### config.mk
export PLATFORM = sky130hd
export DESIGN_NAME = store_unit
export DESIGN_NICKNAME = d
export VERILOG_FILES = /design/src/rtl/store_unit_pkg.sv /design/src/rtl/store_lane_align.sv /design/src/rtl/store_unit.sv
export SDC_FILE = /design/constraint.sdc
export NUM_CORES = 1
export LEC_CHECK = 0
export CAP_MARGIN = 15
export CORE_MARGIN = 3
export CORE_UTILIZATION = 47
export DETAILED_ROUTE_END_ITERATION = 6
export GPL_TIMING_DRIVEN = 0
export PLACE_DENSITY = 0.86
export SLEW_MARGIN = 20
export SYNTH_ARGS = -nofsm -noshare
export SYNTH_HDL_FRONTEND = slang
export SYNTH_SLANG_ARGS = --single-unit
### constraint.sdc
create_clock -name clk -period 5.3 [get_ports clk]
set_input_delay 0.53 -clock clk [delete_from_list [all_inputs] [get_ports clk]]
set_output_delay 0.53 -clock clk [all_outputs]
set_load 0.02 [all_outputs]
### src/rtl/store_unit_pkg.sv
// Shared types and constants for the store path.
// Optional feature macro used by this slice: STORE_MISALIGN_SPLIT_EN.
package store_unit_pkg;

  localparam int BYTE_LANES = 4;

  typedef enum logic [1:0] {
    SZ_B = 2'b00,
    SZ_H = 2'b01,
    SZ_W = 2'b10
  } mem_size_t;

  typedef enum logic [1:0] {
    IDLE  = 2'b00,
    BEAT0 = 2'b01,
    BEAT1 = 2'b10
  } store_state_t;

endpackage

### src/rtl/store_lane_align.sv
// Combinational narrowing and byte-lane placement of store data.
// Produces a two-word image so word-crossing stores show up in the upper half.
module store_lane_align
  import store_unit_pkg::*;
(
  input  logic [1:0]                size,
  input  logic [1:0]                off,
  input  logic [31:0]               data,
  output logic [63:0]               shifted,
  output logic [2*BYTE_LANES-1:0]   mask
);

  logic [31:0]           masked;
  logic [BYTE_LANES-1:0] lanes;

  // Reserved size yields no data and no lanes; the top rejects it separately.
  always_comb begin
    masked = '0;
    lanes  = '0;
    case (size)
      SZ_B: begin
        masked = {24'b0, data[7:0]};
        lanes  = 4'b0001;
      end
      SZ_H: begin
        masked = {16'b0, data[15:0]};
        lanes  = 4'b0011;
      end
      SZ_W: begin
        masked = data;
        lanes  = 4'b1111;
      end
      default: ;
    endcase
    shifted = {32'b0, masked} << {off, 3'b000};
    mask    = {{BYTE_LANES{1'b0}}, lanes} << off;
  end

endmodule

### src/rtl/store_unit.sv
// Store path: places store data on the memory write port with byte enables.
// Define STORE_MISALIGN_SPLIT_EN to split word-crossing stores into two beats.
module store_unit
  import store_unit_pkg::*;
#(
  parameter int ADDR_WIDTH = 32,
  parameter int DATA_WIDTH = 32
) (
  input  logic                  clk,
  input  logic                  rst_n,
  input  logic                  req_valid,
  output logic                  req_ready,
  input  logic [ADDR_WIDTH-1:0] req_addr,
  input  logic [DATA_WIDTH-1:0] req_data,
  input  logic [1:0]            req_size,
  output logic                  mem_valid,
  input  logic                  mem_ready,
  output logic [ADDR_WIDTH-1:0] mem_addr,
  output logic [DATA_WIDTH-1:0] mem_wdata,
  output logic [3:0]            mem_be,
  output logic                  done,
  output logic                  fault
);

  localparam logic [1:0] ST_IDLE  = IDLE;
  localparam logic [1:0] ST_BEAT0 = BEAT0;
`ifdef STORE_MISALIGN_SPLIT_EN
  localparam logic [1:0] ST_BEAT1 = BEAT1;
`endif

  logic [1:0]  state;
  logic [63:0] shifted;
  logic [7:0]  mask;
  logic        illegal;

  store_lane_align u_align (
    .size    (req_size),
    .off     (req_addr[1:0]),
    .data    (req_data),
    .shifted (shifted),
    .mask    (mask)
  );

  assign req_ready = (state == ST_IDLE);

`ifdef STORE_MISALIGN_SPLIT_EN
  logic [31:0] hi_wdata;
  logic [3:0]  hi_be;

  assign illegal = (req_size == 2'b11);
`else
  logic unused_hi;

  // Without splitting, the upper word image only matters through its mask.
  assign unused_hi = ^shifted[63:32];
  assign illegal   = (req_size == 2'b11) || (mask[7:4] != 4'b0000);
`endif

  always_ff @(posedge clk or negedge rst_n) begin
    if (!rst_n) begin
      state     <= ST_IDLE;
      mem_valid <= 1'b0;
      mem_addr  <= '0;
      mem_wdata <= '0;
      mem_be    <= '0;
      done      <= 1'b0;
      fault     <= 1'b0;
`ifdef STORE_MISALIGN_SPLIT_EN
      hi_wdata  <= '0;
      hi_be     <= '0;
`endif
    end else begin
      done  <= 1'b0;
      fault <= 1'b0;
      case (state)
        ST_IDLE: begin
          if (req_valid) begin
            if (illegal) begin
              fault <= 1'b1;
            end else begin
              state     <= ST_BEAT0;
              mem_valid <= 1'b1;
              mem_addr  <= {req_addr[ADDR_WIDTH-1:2], 2'b00};
              mem_wdata <= shifted[31:0];
              mem_be    <= mask[3:0];
`ifdef STORE_MISALIGN_SPLIT_EN
              hi_wdata  <= shifted[63:32];
              hi_be     <= mask[7:4];
`endif
            end
          end
        end
        ST_BEAT0: begin
          if (mem_ready) begin
`ifdef STORE_MISALIGN_SPLIT_EN
            if (hi_be != 4'b0000) begin
              state     <= ST_BEAT1;
              mem_addr  <= mem_addr + ADDR_WIDTH'(4);
              mem_wdata <= hi_wdata;
              mem_be    <= hi_be;
            end else
`endif
            begin
              state     <= ST_IDLE;
              mem_valid <= 1'b0;
              done      <= 1'b1;
            end
          end
        end
`ifdef STORE_MISALIGN_SPLIT_EN
        ST_BEAT1: begin
          if (mem_ready) begin
            state     <= ST_IDLE;
            mem_valid <= 1'b0;
            done      <= 1'b1;
          end
        end
`endif
        default: state <= ST_IDLE;
      endcase
    end
  end

endmodule

==> results by group <==
Power and ir drop
  – Overall Power: 1985 uW
  – Leakage power: 0.002271 uW
  – VDD IR max: 0.1605 mV
  – Power Density: 373.6 nW/um^2

Setup path
  – Critical Path Fanout Max: 10
  – Worst Path Buf+Inv: 2
  – Cells along the critical path: clkdlybuf4s50_1, ha_1, clkbuf_1, nand2b_1, nor3_1, a222oi_1, o21ai_0
  – CP Launch Type: input port
  – Crit path required time: 5.57 ns
  – Crit-path slowest cell: nor3_1
  – CP peak stage delay: 0.87 ns
  – Setup crit end kind: register
  – Crit path DAT: 3.12 ns
  – Delay-heaviest family, CP: simple AND/OR/NAND/NOR gates
  – CP Class: input port to register

STA
  – Slew @ Worst Pin: 1.135 ns
  – Final Cycle Share: 53.84%
  – Final Max Slew Viols: 0
  – Total negative setup slack: 0 ns
  – Final min period: 2.854 ns
  – Clk_skew: 0.008887 ns
  – Fmax: 0.3504 GHz
  – Final setup vio count: 0
  – Fin. Hold Viols: 0
  – RSZ-0062 raised after global routing: no
  – Relative slew margins: 23.75%

Global routing
  – First-pass GRT wire length: 16.55 mm
  – GRT overflow: 0
  – Vias in the first global route: 3209
  – Largest net degree at the start of global routing: 56
  – Total GRT Usage: 24.50%
  – Initial antenna violation count: 0

Detailed routing
  – Via-to-Cell Ratio: 5.680
  – Via count: 3056
  – DRC violations left: 14
  – Routed WL per cell: 19.21 um
  – DRT iter0 DRCs: 219
  – Remaining antenna violation count: 0
  – Final Routed Wirelength: 10.34 mm
  – Pre-Repair DR Iteration Count: 7

Worst hold path
  – Worst min path class: input port to async pin

Final layout
  – Core Util, Final: 72.47%
  – Non-filler cells in the finished layout: 538
  – Share of cells above drive strength 1: 17.77%
  – Nets: 510
  – Area growth syn-to-layout: 48.77%
  – # diodes: 0

Synthesis
  – Async SR Flop Fraction: 100.0%
  – #FFs+latches synth: 69
  – Post-synth EDFFs: 0
  – Commonest cells in the netlist: dfrtp_1, mux2_4, nor3_1
  – Register area share after synthesis: 48.35%
  – Average size of a mapped cell: 12.62 um^2
  – Main synth FF type: dfrtp_1
  – Post-synthesis cell area: 3571 um^2
  – Dominant cell type by area after synthesis: dfrtp_1
  – Top-count cell post-synth: dfrtp_1
  – Cells after Synth: 283
  – Area contributors post-synth: dfrtp_1, mux2_4, mux2i_1
  – Netlist cell types: 46
  – Ys Warns: 0
  – Share of the synthesized area in the top cell type: 48.35%

Clock tree
  – Post-CTS setup buffers: 0
  – Cts hold-fix bufs: 0
  – Clock Latency Late Sink: 0.35 ns
  – Num CTS Buffers: 9
  – Max Buffers Root-to-Sink: 2
  – Clock Sink Count: 69
  – TritonCTS clock tree: built
  – CTS clk-pin slew, worst paths: 0.08 ns
  – Post-cts sizing count: 0
  – H-tree depth: 3
  – Root Buffer: clkbuf_8

Placement
  – Port-buffer cells: 138
  – Hpwl dp: 7.756 mm
  – Placed Cells: 522
  – GP Congestion: 0.9124

Floorplan
  – Die area: 8680 um^2
  – Core ar.: 7331 um^2
  – I/O pin count: 142
  – Row Count: 31
  – Starting Density: 48.71%
  – Die W: 93.17 um
  – Die height: 93.17 um

Run
  – Max-Cap Viols: 0

Status
  – Failing checks: DRC
  – Outcome: finished, violations left
==> cell usage in the layout, fill, tap and decap left out, drive strengths merged, types with 4 or more instances in the layout <==
cell,instances
o21ai,11
clkdlybuf4s50,137
mux2i,9
nand2,8
a221o,4
nand3,11
ha,6
mux2,43
o32a,5
dfrtp,69
inv,7
clkbuf,19
o2bb2ai,8
buf,15
nor2,10
a21oi,7
o31ai,8
nand2b,9
nor3,12
==> per-stage QoR <==
stage               hold WS [ns]  instance area [um^2]  setup WS (ns)
floorplan                 0.2344                  3575          2.978
finish                   0.03224                  5313          2.446
global route             0.04304                  5313          2.276
detailed placement        0.4146                  5105          2.214
global placement          0.4878                  5080          1.492
CTS                      0.03982                  5313          2.555
==> path summary, 6_finish.rpt <==
check | start | end | slack, ns | depth (start not counted)
worst max register to register | mem_valid$_DFFE_PN0P_ | mem_addr[25]$_DFFE_PN0P_ | 3.25 | 6
worst min-delay path | rst_n | mem_addr[29]$_DFFE_PN0P_ | 0.03 | 1
max in group asynchronous | rst_n | mem_wdata[16]$_DFFE_PN0P_ | 4.71 | 2
worst min register to register | mem_wdata[11]$_DFFE_PN0P_ | mem_wdata[11]$_DFFE_PN0P_ | 0.51 | 1
min in group clk | mem_wdata[11]$_DFFE_PN0P_ | mem_wdata[11]$_DFFE_PN0P_ | 0.51 | 1
worst max-delay path | req_size[0] | mem_wdata[21]$_DFFE_PN0P_ | 2.45 | 7
==> cell families (layout without fill, tap and decap cells) <==
logic type / Yosys count / in the layout / share of synthesized area [%]
flops: 69 / 69 / 48.35
compound gates: 65 / 65 / 14.37
simple gates: 62 / 62 / 9.321
mux: 52 / 52 / 20.18
buf+inv: 28 / 183 / 5.571
fa+ha+maj: 6 / 6 / 2.102
other cells: 1 / 2 / 0.1050
==> sequential cells by signal, summed over array words and instances (netlist names) <==
| register | cells |
|---|---|
| fault | 1 |
| mem_wdata | 32 |
| mem_be | 4 |
| mem_addr | 30 |
| mem_valid | 1 |
| done | 1 |
==> final cells by class <==
class | count | area [um^2]
Tap cell | 99 | 123.9
Clock buffer | 10 | 137.6
Clock inverter | 6 | 70.07
Buffer | 22 | 176.4
Timing Repair Buffer | 139 | 1406
Multi-Input combinational cell | 187 | 1649
Inverter | 6 | 22.52
Fill cell | 482 | 2018
Sequential cell | 69 | 1727
==> power by group <==
part	internal [uW]	leakage (uW)	switching (uW)
logic	447	0.00130	369
registers	651	0.000875	74.2
clock network	232	0.0000951	211
total	1330	0.00227	654
==> per-layer routing <==
layer | share of wire, % | wire (um) | up-vias | global-route usage (%)
li1 | - | - | 1364 | -
met3 | 10 | 1082 | 19 | 6.034
met4 | 1.4 | 143 | 0 | 8.303
met2 | 47 | 4838 | 190 | 39.05
met5 | 0 | 0 | - | 0
met1 | 41 | 4272 | 1483 | 32.81
Note: power is estimated with default switching activity, not from simulation.
